--- config.mk ---
export PLATFORM = sky130hd
export DESIGN_NAME = bcd_countdown_timer_p
export DESIGN_NICKNAME = d
export VERILOG_FILES = /design/src/rtl/timer_pkg.sv /design/src/rtl/bcd_mod_counter.sv /design/src/rtl/bcd_countdown_timer_p.sv
export SDC_FILE = /design/constraint.sdc
export NUM_CORES = 1
export LEC_CHECK = 0
export BUFFER_PORTS_ARGS = -buffer_cell sky130_fd_sc_hd__clkbuf_2
export CAP_MARGIN = 20
export CORE_MARGIN = 1.5
export CORE_UTILIZATION = 45
export DETAILED_ROUTE_END_ITERATION = 6
export PLACE_DENSITY = 0.64
export SLEW_MARGIN = 20
export SYNTH_ARGS = -nofsm -noshare
export SYNTH_HDL_FRONTEND = slang
export SYNTH_SLANG_ARGS = --single-unit
--- constraint.sdc ---
create_clock -name Clk -period 2.7 [get_ports Clk]
set_clock_uncertainty 0.05 [all_clocks]
set_input_delay 0.405 -clock Clk [delete_from_list [all_inputs] [get_ports Clk]]
set_output_delay 0.405 -clock Clk [all_outputs]
set_load 0.02 [all_outputs]
--- src/rtl/timer_pkg.sv ---
// Shared state encodings, BCD constants and BCD step helpers for the mm:ss timer.
package timer_pkg;

    typedef enum logic [1:0] {
        TIMER_IDLE   = 2'd0,
        TIMER_RUN    = 2'd1,
        TIMER_PAUSED = 2'd2,
        TIMER_DONE   = 2'd3
    } timer_state_t;

    localparam logic [7:0] BCD_ZERO = 8'h00;
    localparam logic [7:0] BCD_59   = 8'h59;

    function automatic logic [7:0] to_bcd(input int unsigned n);
        return {4'(n / 10), 4'(n % 10)};
    endfunction

    // Step a two-digit BCD value, wrapping between 00 and max_v.
    function automatic logic [7:0] bcd_inc(input logic [7:0] v, input logic [7:0] max_v);
        if (v == max_v)       return BCD_ZERO;
        if (v[3:0] == 4'd9)   return {v[7:4] + 4'd1, 4'd0};
        return {v[7:4], v[3:0] + 4'd1};
    endfunction

    function automatic logic [7:0] bcd_dec(input logic [7:0] v, input logic [7:0] max_v);
        if (v == BCD_ZERO)    return max_v;
        if (v[3:0] == 4'd0)   return {v[7:4] - 4'd1, 4'd9};
        return {v[7:4], v[3:0] - 4'd1};
    endfunction

endpackage

--- src/rtl/bcd_mod_counter.sv ---
// Two-digit BCD modulo-MOD counter with load priority over inc/dec; wrap flags the step that rolls over.
module bcd_mod_counter
    import timer_pkg::*;
#(
    parameter int MOD = 60
) (
    input  logic       Clk,
    input  logic       reset_n,
    input  logic       load,
    input  logic [7:0] load_val,
    input  logic       inc,
    input  logic       dec,
    output logic [7:0] count,
    output logic       wrap
);

    localparam logic [7:0] MAX_V = to_bcd(MOD - 1);

    logic [7:0] count_reg;

    always_ff @(posedge Clk or negedge reset_n) begin
        if (!reset_n) begin
            count_reg <= BCD_ZERO;
        end else if (load) begin
            count_reg <= load_val;
        end else if (inc) begin
            count_reg <= bcd_inc(count_reg, MAX_V);
        end else if (dec) begin
            count_reg <= bcd_dec(count_reg, MAX_V);
        end
    end

    assign count = count_reg;
    assign wrap  = (inc && (count_reg == MAX_V)) || (dec && (count_reg == BCD_ZERO));

endmodule

--- src/rtl/bcd_countdown_timer_p.sv ---
// mm:ss BCD timer: preset buttons, up/down counting from an internal 1 Hz prescaler,
// pause/resume, optional auto-reload and a blinking DONE indicator.
module bcd_countdown_timer_p
    import timer_pkg::*;
#(
    parameter int TICK_DIV    = 50_000_000,
    parameter int BLINK_DIV   = 25_000_000,
    parameter int MAX_MIN     = 59,
    parameter int AUTO_RELOAD = 0
) (
    input  logic       Clk,
    input  logic       reset_n,
    input  logic       set_inc_n,
    input  logic       set_dec_n,
    input  logic       set_field,
    input  logic       mode_up,
    input  logic       start,
    input  logic       pause,
    input  logic       clear,
    output logic [7:0] init_min,
    output logic [7:0] init_sec,
    output logic [7:0] count_min,
    output logic [7:0] count_sec,
    output logic [1:0] state,
    output logic       done,
    output logic       blink_led
);

    localparam int PW = (TICK_DIV > 1) ? $clog2(TICK_DIV) : 1;
    localparam int BW = $clog2(BLINK_DIV + 1);
    localparam logic [PW-1:0] PRESC_MAX   = PW'(TICK_DIV - 1);
    localparam logic [BW-1:0] BLINK_MAX   = BW'(BLINK_DIV - 1);
    localparam logic [7:0]    MAX_MIN_BCD = to_bcd(MAX_MIN);
    localparam bit            RELOAD      = (AUTO_RELOAD != 0);

    timer_state_t   state_reg, state_next;
    logic [7:0]     preset_min_reg, preset_min_next;
    logic [7:0]     preset_sec_reg, preset_sec_next;
    logic           inc_prev_reg, dec_prev_reg;
    logic           mode_reg, mode_next;
    logic [PW-1:0]  presc_reg, presc_next;
    logic [BW-1:0]  blink_cnt_reg, blink_cnt_next;
    logic           blink_led_reg, blink_led_next;
    logic           done_reg, done_next;

    logic           adj_inc, adj_dec, tick, expiry, reload_up;
    logic           cnt_load, sec_inc, sec_dec, sec_wrap, min_wrap;
    logic [7:0]     sec_q, min_q, up_next_sec, up_next_min;
    logic [7:0]     reload_min, reload_sec;

    always_comb begin
        state_next      = state_reg;
        preset_min_next = preset_min_reg;
        preset_sec_next = preset_sec_reg;
        presc_next      = '0;
        blink_cnt_next  = '0;
        blink_led_next  = 1'b0;

        // Simultaneous presses on both buttons cancel out.
        adj_inc = (state_reg == TIMER_IDLE) && inc_prev_reg && !set_inc_n && !(dec_prev_reg && !set_dec_n);
        adj_dec = (state_reg == TIMER_IDLE) && dec_prev_reg && !set_dec_n && !(inc_prev_reg && !set_inc_n);
        if (adj_inc) begin
            if (set_field) preset_sec_next = bcd_inc(preset_sec_reg, BCD_59);
            else           preset_min_next = bcd_inc(preset_min_reg, MAX_MIN_BCD);
        end else if (adj_dec) begin
            if (set_field) preset_sec_next = bcd_dec(preset_sec_reg, BCD_59);
            else           preset_min_next = bcd_dec(preset_min_reg, MAX_MIN_BCD);
        end

        tick        = (state_reg == TIMER_RUN) && !clear && !pause && (presc_reg == PRESC_MAX);
        up_next_sec = bcd_inc(sec_q, BCD_59);
        up_next_min = (sec_q == BCD_59) ? bcd_inc(min_q, MAX_MIN_BCD) : min_q;
        // A minute rollover can only mean the target was passed, so it is treated as expiry too.
        expiry = tick && (mode_reg ? ({up_next_min, up_next_sec} == {preset_min_reg, preset_sec_reg})
                                   : ((min_q == BCD_ZERO) && (sec_q == 8'h01))) || min_wrap;

        if (clear) begin
            state_next = TIMER_IDLE;
        end else begin
            unique case (state_reg)
                TIMER_IDLE:   if (start && ({preset_min_reg, preset_sec_reg} != 16'h0000)) state_next = TIMER_RUN;
                TIMER_RUN:    if (pause) state_next = TIMER_PAUSED;
                              else if (expiry && !RELOAD) state_next = TIMER_DONE;
                TIMER_PAUSED: if (!pause) state_next = TIMER_RUN;
                TIMER_DONE:   if (start) state_next = TIMER_RUN;
                default:      state_next = TIMER_IDLE;
            endcase
        end

        if (!clear && (state_reg == TIMER_RUN) && !pause) begin
            presc_next = (presc_reg == PRESC_MAX) ? '0 : presc_reg + PW'(1);
        end else if (!clear && (state_reg == TIMER_RUN || state_reg == TIMER_PAUSED)) begin
            presc_next = presc_reg;
        end

        if ((state_reg == TIMER_DONE) && (state_next == TIMER_DONE)) begin
            blink_cnt_next = (blink_cnt_reg == BLINK_MAX) ? '0 : blink_cnt_reg + BW'(1);
            blink_led_next = (blink_cnt_reg == BLINK_MAX) ? !blink_led_reg : blink_led_reg;
        end

        done_next = !clear && ((state_next == TIMER_DONE) || (expiry && RELOAD));
        mode_next = (state_reg == TIMER_IDLE) ? mode_up : mode_reg;

        reload_up  = (state_reg == TIMER_IDLE) ? mode_up : mode_reg;
        reload_min = reload_up ? BCD_ZERO : preset_min_next;
        reload_sec = reload_up ? BCD_ZERO : preset_sec_next;
        cnt_load   = clear || (state_reg == TIMER_IDLE) || ((state_reg == TIMER_DONE) && start)
                   || (expiry && RELOAD);
        sec_inc    = tick && mode_reg;
        sec_dec    = tick && !mode_reg;
    end

    always_ff @(posedge Clk or negedge reset_n) begin
        if (!reset_n) begin
            state_reg      <= TIMER_IDLE;
            preset_min_reg <= BCD_ZERO;
            preset_sec_reg <= BCD_ZERO;
            inc_prev_reg   <= 1'b1;
            dec_prev_reg   <= 1'b1;
            mode_reg       <= 1'b0;
            presc_reg      <= '0;
            blink_cnt_reg  <= '0;
            blink_led_reg  <= 1'b0;
            done_reg       <= 1'b0;
        end else begin
            state_reg      <= state_next;
            preset_min_reg <= preset_min_next;
            preset_sec_reg <= preset_sec_next;
            inc_prev_reg   <= set_inc_n;
            dec_prev_reg   <= set_dec_n;
            mode_reg       <= mode_next;
            presc_reg      <= presc_next;
            blink_cnt_reg  <= blink_cnt_next;
            blink_led_reg  <= blink_led_next;
            done_reg       <= done_next;
        end
    end

    bcd_mod_counter #(.MOD(60)) u_sec (
        .Clk(Clk), .reset_n(reset_n), .load(cnt_load), .load_val(reload_sec),
        .inc(sec_inc), .dec(sec_dec), .count(sec_q), .wrap(sec_wrap)
    );

    bcd_mod_counter #(.MOD(MAX_MIN + 1)) u_min (
        .Clk(Clk), .reset_n(reset_n), .load(cnt_load), .load_val(reload_min),
        .inc(sec_inc && sec_wrap), .dec(sec_dec && sec_wrap), .count(min_q), .wrap(min_wrap)
    );

    assign init_min  = preset_min_reg;
    assign init_sec  = preset_sec_reg;
    assign count_min = min_q;
    assign count_sec = sec_q;
    assign state     = state_reg;
    assign done      = done_reg;
    assign blink_led = blink_led_reg;

endmodule

==> results of run 1 <==
==> kinds of logic (layout without fill, tap and decap cells) <==
family | after synthesis | count (layout) | share of synthesized area
buf+inv | 82 | 236 | 0.0477
simple gates | 333 | 333 | 0.265
xor+xnor | 43 | 43 | 0.0556
fa+ha+maj | 31 | 31 | 0.0573
compound gates | 222 | 222 | 0.222
flops | 90 | 90 | 0.333
mux | 12 | 12 | 0.0190
==> area by class of cell <==
| cell class | count | area [um2] |
|---|---|---|
| fillers | 1235 | 5630 |
| well taps | 184 | 230 |
| inverters | 37 | 143 |
| clock inverters | 3 | 21.3 |
| flip-flops and latches | 90 | 2270 |
| multi-input cells | 641 | 4610 |
| clock buffers | 13 | 270 |
| repair buffers | 183 | 1410 |
==> final timing paths <==
| check | endpoint | slack (ps) | cells after the start |
|---|---|---|---|
| worst max-delay path | blink_cnt_reg[10] | -160 | 10 |
| worst min-delay path | presc_reg[11] | 10 | 1 |
| worst max register to register | blink_cnt_reg[10] | -160 | 10 |
| worst min register to register | presc_reg[25] | 470 | 1 |
| max in group asynchronous | init_min[5] | 1880 | 2 |
| min in group Clk | inc_prev_reg | 120 | 1 |
==> power by group <==
group / switching [mW] / internal [mW]
sequential: 0.185 / 1.60
combinational: 2.68 / 1.89
clock: 0.551 / 0.703
==> routing by layer <==
layer  vias to the layer above  GRT usage  part of all wire
met2                       250      0.450              0.49
met3                        59     0.0344             0.050
met5                         -          0                 0
li1                       3297          -                 -
met1                      3387      0.335              0.43
met4                         0      0.113             0.031
==> through the flow <==
step           std cells  hold WS [ps]  cell area (um2)   util  worst slack (ps)
2_1_floorplan        813          59.4             7060      -              -171
3_3_place_gp        1125           419             8350  0.573              -187
5_1_grt             1151          74.8             8960  0.614              -275
4_1_cts             1144          44.6             8730  0.599             -98.3
6_report            1151          12.0             8960  0.614              -161
3_5_place_dp        1125           416             8350  0.573              -258
==> cells in the final DEF, fill, tap and decap left out, types with 11 or more instances in the layout <==
cell type / n
a21oi_1: 34
a21oi_2: 15
a31oi_1: 15
and3_1: 12
buf_4: 123
clkbuf_16: 11
clkbuf_2: 43
dfrtp_1: 77
dfrtp_2: 11
ha_1: 24
inv_1: 24
inv_2: 12
nand2_1: 77
nand2b_1: 12
nand3_1: 51
nand4_1: 16
nor2_1: 51
nor3_1: 17
o21ai_0: 56
or3_1: 13
xnor2_1: 32
xor2_1: 11
==> worst reg2reg max path, cell delays in order (launching register included) <==
cell and delay (ps):
dfrtp_1 420, ha_4 190, and3b_2 250, and4_1 230
or3_1 380, a22oi_2 210, nor4b_4 210, buf_4 150
a41oi_4 160, clkbuf_16 230, a2111oi_4 290
==> what timing repair did <==
item / in CTS / in global routing
gates resized for setup: 12 / 31
pin swaps: 1 / 19
setup buffers: 3 / 5
cloned: 0 / 2
setup endpoints to repair: 30 / 42
==> impl_results.md, run 1 <==
* Status: complete, but fails checks
* Failing checks: setup timing
* I/O pin count at 45
* Slew Limit Fails at 0
* Vias in the first global route at 6797
* Synth cell types at 76
* Worst path cell trace: ha_4 > and3b_2 > and4_1 > or3_1 > a22oi_2 > nor4b_4 > buf_4 > a41oi_4 > clkbuf_16 > a2111oi_4
* Worst-path maximum fanout at 7
* Die Area at between 15000 and 20000 um2
* Pwr Total at 7.60 mW
* Antenna diodes at 0
* Via count at 6993
* Top cell type's share of synthesized area at 0.325
* Syn avg cell area at ~8.3 um2
* Starting Density at 0.464
* Fin Setup TNS at -2870 ps
* Mapped Cells at 813
* Worst Hold Class: input port to async pin
* P per Cell Area at 848 nW/um2
* I/O Buffers at between 40 and 50
* Critical path origin: u_sec.count[4]
* Max Freq at 350 MHz
* Post-synth top flop: dfrtp_1
* CP max stage cell: dfrtp_1
* Startpoint Class: register
* Slew margin rel. at 0.369
* Layout cells sized above 1 at 0.311
* Root buffer cell: clkbuf_16
* VDD IR max at between 0.3 and 0.4 mV
* Drt first pass iters at 5
* Synth Net Count at 853
* Post-synth EDFFs at 0
* WL/cell at 18.2 um
* Largest stage delay on the critical path at 420 ps
* Commonest cells post-synth: 88 x dfrtp_1, 77 x nand2_1, 57 x o21ai_0
* RSZ-0062 raised after global routing: yes
* Setup ws final at -161 ps
* Area delta synth->final at 32.3%
* Placer Congestion at around 0.94
* Area of the mapped netlist at between 6000 and 7000 um2
* Sequential element share of the synthesized area at 0.333
* All-Layer GR Usage at 0.263
* MaxCap Viol Count at 0
* Dpl hpwl at approximately 15000 um
* Starting DRT DRC Count at between 400 and 500
* Worst Setup End Kind: register
* Residual overflow from global routing at 0
* Global-route wire length before repair at 34000 um
* Initial antenna violation count at 0
* RR Startpoint: u_sec.count[4]
* # clock sinks at 90
* Number of vias per cell at 6.08
* Largest register FFs at 26
* Final #Nets at 1002
* Bufs and invs on worst path at 2
* DR DRC count at 0
* Drt total wl at between 20000 and 25000 um
* Number of synthesized register bits at 90
* Routed Antenna Nets at 0
* Clk Latency, worst-skew pair at between 300 and 400 ps
* Worst EP arrival at 3050 ps
* Top post-synthesis cells by area: dfrtp_1 33%, ha_1 5.7%, nand2_1 4.3%
* Most frequent cell after synthesis: dfrtp_1
* H-tree depth at 3
* Final Hold Fails at 0
* Core Footprint at 14600 um2
* Clk buf depth at 2
* Num CTS Buffers at 9
* CTS clock-pin slew for the worst setup and hold paths at 60 ps
* Req. time, crit path at 2890 ps
* Largest net degree at the start of global routing at 47
* CTS Hold Buffers Added at 0
* Die outline width at 126 um
* Rows at 44
* CTS tree: yes
* Leading area contributor after synthesis: dfrtp_1
* Post-route minimum period at 2860 ps
* Ys async rst share at 1.00
* Die Ht at around 130 um
* CP delay by family, top: simple AND/OR/NAND/NOR gates
* Syn. warnings at 0
* Setup-failing EPs final at 27
* Final period utilization at 1.06
* Lkg Pwr at roughly 3.8 nW
* Critical path class: register to register
* Slew @ Worst Pin at 943 ps
(Power assumes the default switching activity.)
==> run 2: changes to the inputs <==
CORE_MARGIN = 2   (was 1.5)
CTS_CLUSTER_SIZE = 12   (was not set)
==> impl_results.md, run 2 (synthesis results as in run 1) <==
* Drt total wl at 21100 um
* Hold_ws at ~98 ps
* H-tree depth at 3
* WL/cell at 18.3 um
* Final period utilization at 1.05
* Failing checks: setup timing
* Combinational power share at 0.596
* Starting Density at 0.462
* Final Hold Fails at 0
* Switching power total at 3.50 mW
* Die Area at approximately 16000 um2
* Antenna diodes at 0
* Dpl hpwl at 15400 um
* Fillers at 1266
* Clk buf depth at 2
* Setup ws final at -144 ps
* P per Cell Area at around 900 nW/um2
* Core Footprint at 14600 um2
* Area delta synth->final at 33.3%
* CTS clock-pin slew for the worst setup and hold paths at approximately 70 ps
* Root buffer cell: clkbuf_16
* Worst Hold Class: input port to register
* Clock power frac at 0.179
* Rows at 44
* I/O pin count at 45
* Setup-failing EPs final at 26
* Largest net degree at the start of global routing at 56
* Final #Nets at 1000
* Post-route minimum period at 2840 ps
* Routed Antenna Nets at 0
* Number of vias per cell at 6.08
* Switching Fraction at 0.444
* Num CTS Buffers at 9
* All-Layer GR Usage at 0.264
* Residual overflow from global routing at 0
* RSZ-0062 raised after global routing: yes
* Worst-path maximum fanout at 13
* Vias in the first global route at approximately 6.9k
* Internal power at 4.39 mW
* Startpoint Class: register
* Largest register FFs at 26
* Via count at 6982
* Lkg Pwr at 3.78 nW
* Placer Congestion at 0.940
* VDD IR max at 0.411 mV
* Seq pwr share at 0.225
* Commonest non-fill, non-tap cell in the layout: buf_4
* Die outline width at between 100 and 150 um
* CTS tree: yes
* Worst Setup End Kind: register
* Initial antenna violation count at 0
* Max Freq at 352 MHz
* Layout cells sized above 1 at 0.326
* Starting DRT DRC Count at between 400 and 500
* Global-route wire length before repair at 34200 um
* Worst EP arrival at between 3000 and 4000 ps
* Status: complete, but fails checks
* Fin Setup TNS at -2420 ps
* # clock sinks at 90
* Critical path class: register to register
* Slew Limit Fails at 0
* Slew margin rel. at 0.267
* MaxCap Viol Count at 0
* Most frequent cells in the layout: 125 x buf_4, 76 x nand2_1, 76 x dfrtp_1, 57 x o21ai_0, 50 x nor2_1
* Clk Latency, worst-skew pair at 360 ps
* Die Ht at 127 um
* Drt first pass iters at 5
* Req. time, crit path at ~2900 ps
* DR DRC count at 0
* I/O Buffers at 44
* Slew @ Worst Pin at ~1100 ps
run 2: cell types whose count changed in the layout (fill, tap and decap cells not counted), moves of 3 or more:
| cell | delta |
|---|---|
| mux2_4 | +5 |
| or3_1 | -3 |
| buf_6 | -4 |
| or3_4 | +3 |
| mux2_2 | -5 |
run 2: timing repair:
item | CTS | global route
resized for setup | 9 | 50
hold buffers | 1 | 0
pin swaps | 2 | 14
buffers inserted | 3 | 9
endpoints found under the setup margin | 33 | 47
endpoints found under the hold margin | 29 | 0
cloned | 0 | 1
run 2: worst max-delay path: stages, from the launching register on:
cell       delay (ps)
dfrtp_2           430
ha_4              170
nand3b_1          190
inv_2             120
buf_6             160
buf_4             140
a21oi_2           160
xnor2_1           160
o2111ai_2         150
nor4b_4           230
buf_4             150
a41oi_4           120
buf_12            180
a2111oi_2         310
run 2: final cells by class:
type | count | area, um2 | share of cell area
clock buffers | 10 | 239 | 0.0265
clock inverters | 6 | 88.8 | 0.00984
multi-input cells | 641 | 4680 | 0.519
well taps | 184 | 230 | 0.0255
flip-flops and latches | 90 | 2270 | 0.251
repair buffers | 181 | 1370 | 0.152
inverters | 37 | 143 | 0.0158
run 2: per-layer routing:
metal | global-route usage | share of wire | vias up
li1 | - | - | 3293
met1 | 0.336 | 0.43 | 3416
met2 | 0.461 | 0.50 | 226
met3 | 0.0299 | 0.043 | 47
met4 | 0.103 | 0.026 | 0
met5 | 0 | 0 | -
run 2: through the flow:
| step | instances | utilization | worst slack (ps) | instance area (um2) | total power, mW |
|---|---|---|---|---|---|
| 2_1_floorplan | 813 | - | -171 | 7060 | 4.49 |
| 3_3_place_gp | 1119 | 0.566 | -221 | 8290 | 6.07 |
| 3_5_place_dp | 1119 | 0.566 | -297 | 8290 | 6.17 |
| 4_1_cts | 1139 | 0.594 | -110 | 8700 | 7.65 |
| 5_1_grt | 1149 | 0.617 | -305 | 9030 | 8.39 |
| 6_report | 1149 | 0.617 | -144 | 9030 | 7.89 |
run 2: path summary, 6_finish.rpt:
check | end | slack [ps] | cells after the start | from
max in group asynchronous | init_min[5] | 1380 | 3 | reset_n
max reg2reg | blink_cnt_reg[0] | -140 | 13 | u_sec.count[0]
min in group asynchronous | presc_reg[9] | 520 | 2 | reset_n
min | inc_prev_reg | 100 | 1 | set_inc_n
max | blink_cnt_reg[0] | -140 | 13 | u_sec.count[0]
min reg2reg | presc_reg[9] | 470 | 1 | presc_reg[9]
run 2: power groups by stage:
stage          clock (mW)  combinational, mW  sequential [mW]
4_1_cts              1.43               4.45             1.77
6_report             1.42               4.70             1.77
3_3_place_gp            0               4.28             1.79
2_1_floorplan           0               2.31             2.18
5_1_grt              1.50               5.09             1.80
3_5_place_dp            0               4.37             1.80
==> run 3: changes to the inputs <==
RECOVER_POWER = 25   (was not set)
==> impl_results.md, run 3 (synthesis results as in run 1) <==
* Failing checks: setup timing
* Number of vias per cell at 6.05
* Setup ws final at -138 ps
* Register area at 2270 um2
* H-tree depth at 3
* Area delta synth->final at 33.0%
* P per Cell Area at 876 nW/um2
* Hold_ws at 102 ps
* CTS clock-pin slew for the worst setup and hold paths at 70 ps
* Most Frequent Cell on Critical Path: buf_4
* DR DRC count at 0
* VDD IR max at 0.410 mV
* Final Hold Fails at 0
* Clk buf depth at 2
* Initial antenna violation count at 0
* Starting DRT DRC Count at between 400 and 500
* Worst path cell trace: ha_4 > nand3b_1 > inv_2 > buf_6 > buf_4 > a21oi_2 > xnor2_1 > o2111ai_2 > nor4b_4 > buf_4 > a41oi_4 > buf_12 > a2111oi_2
* Starting Density at 0.462
* Rows at 44
* Pwr Total at 7.89 mW
* All-Layer GR Usage at 0.264
* Critical path class: register to register
* Final #Nets at 1000
* Commonest non-fill, non-tap cell in the layout: buf_4
* Worst EP arrival at 3030 ps
* Max Freq at about 350 MHz
* Via count at about 7k
* WL/cell at around 18 um
* Worst Hold Class: input port to register
* Startpoint Class: register
* Root buffer cell: clkbuf_16
* CTS tree: yes
* Die Ht at 127 um
* Req. time, crit path at 2890 ps
* Clk Latency, worst-skew pair at 360 ps
* Most frequent cells in the layout: 124 x buf_4, 76 x nand2_1, 76 x dfrtp_1, 57 x o21ai_0, 50 x nor2_1
* Drt total wl at 21000 um
* Core Footprint at 14600 um2
* Largest stage delay on the critical path at 430 ps
* Dpl ws at -297 ps
* I/O Buffers at between 40 and 50
* Largest register FFs at 26
* Vias in the first global route at 6866
* Slew margin rel. at 0.272
* Die Area at 16000 um2
* Worst Setup End Kind: register
* Residual overflow from global routing at 0
* Slew Limit Fails at 0
* Global-route wire length before repair at 34200 um
* Area of the multi-input gates at around 4700 um2
* Lkg Pwr at about 3.8 nW
* Status: complete, but fails checks
* Largest net degree at the start of global routing at between 50 and 60
* Antenna diodes at 0
* Setup-failing EPs final at 26
* Drt first pass iters at 5
* Fillers at 1269
* Die outline width at 127 um
* Slew @ Worst Pin at 1090 ps
* RSZ-0062 raised after global routing: yes
* Worst-path maximum fanout at 13
* Placer Congestion at 0.940
* Post-route minimum period at between 2000 and 3000 ps
* Dpl hpwl at roughly 15000 um
* # clock sinks at 90
* Layout cells sized above 1 at 0.322
* Final period utilization at 1.05
* I/O pin count at 45
* CP max stage cell: dfrtp_2
* MaxCap Viol Count at 0
* Num CTS Buffers at 9
* Routed Antenna Nets at 0
-- run 3: cell types whose count changed in the layout (fill, tap and decap cells not counted) --
cell      change
buf_12        -1
clkbuf_2      -3
buf_4         -1
clkbuf_4      +1
clkbuf_1      +4
-- run 3: stage by stage --
stage	cell area, um2	setup TNS (ps)	util	cells
2_1_floorplan	7060	-3880	-	813
3_3_place_gp	8290	-4960	0.566	1119
3_5_place_dp	8290	-6070	0.566	1119
4_1_cts	8700	-840	0.594	1139
5_1_grt	9010	-7120	0.615	1149
6_report	9010	-2320	0.615	1149
-- run 3: metal layers --
layer  GRT usage  wire length, um
met3      0.0299              797
met1       0.336             9080
met2       0.461            10700
met5           0                0
met4       0.103              495
-- run 3: cell type report --
class / count / share of cell area
repair buffers: 181 / 0.150
clock buffers: 10 / 0.0265
flip-flops and latches: 90 / 0.252
multi-input cells: 641 / 0.520
well taps: 184 / 0.0256
clock inverters: 6 / 0.00986
inverters: 37 / 0.0158
-- run 3: worst paths after layout --
path / from / endpoint / slack [ps] / cells after the start
worst max-delay path: u_sec.count[0] / blink_cnt_reg[0] / -140 / 13
worst min-delay path: set_inc_n / inc_prev_reg / 100 / 1
worst max register to register: u_sec.count[0] / blink_cnt_reg[0] / -140 / 13
worst min register to register: presc_reg[9] / presc_reg[9] / 470 / 1
max in group asynchronous: reset_n / init_min[5] / 460 / 3
min in group asynchronous: reset_n / presc_reg[9] / 690 / 2
-- run 3: critical path: cells and delay by family (launching register included) --
family                     cells  cell delay, ps
AOI/OAI and AO/OA              4             730
DFF                            1             430
adders and majority gates      1             170
and+or+nand+nor                2             420
buffers and inverters          5             750
xor gates and xnor gates       1             160
-- run 3: what timing repair did --
item / CTS / global route
resized for setup: 9 / 50
pin swaps: 2 / 14
cloned: 0 / 1
hold buffers: 1 / 0
buffers inserted: 3 / 9
endpoints found under the hold margin: 29 / 0
endpoints found under the setup margin: 33 / 47
-- run 3: report_power, final --
group          switching, mW  internal, mW  total (mW)
Clock                  0.577         0.839        1.42
Sequential             0.180          1.60        1.78
Combinational           2.75          1.95        4.70
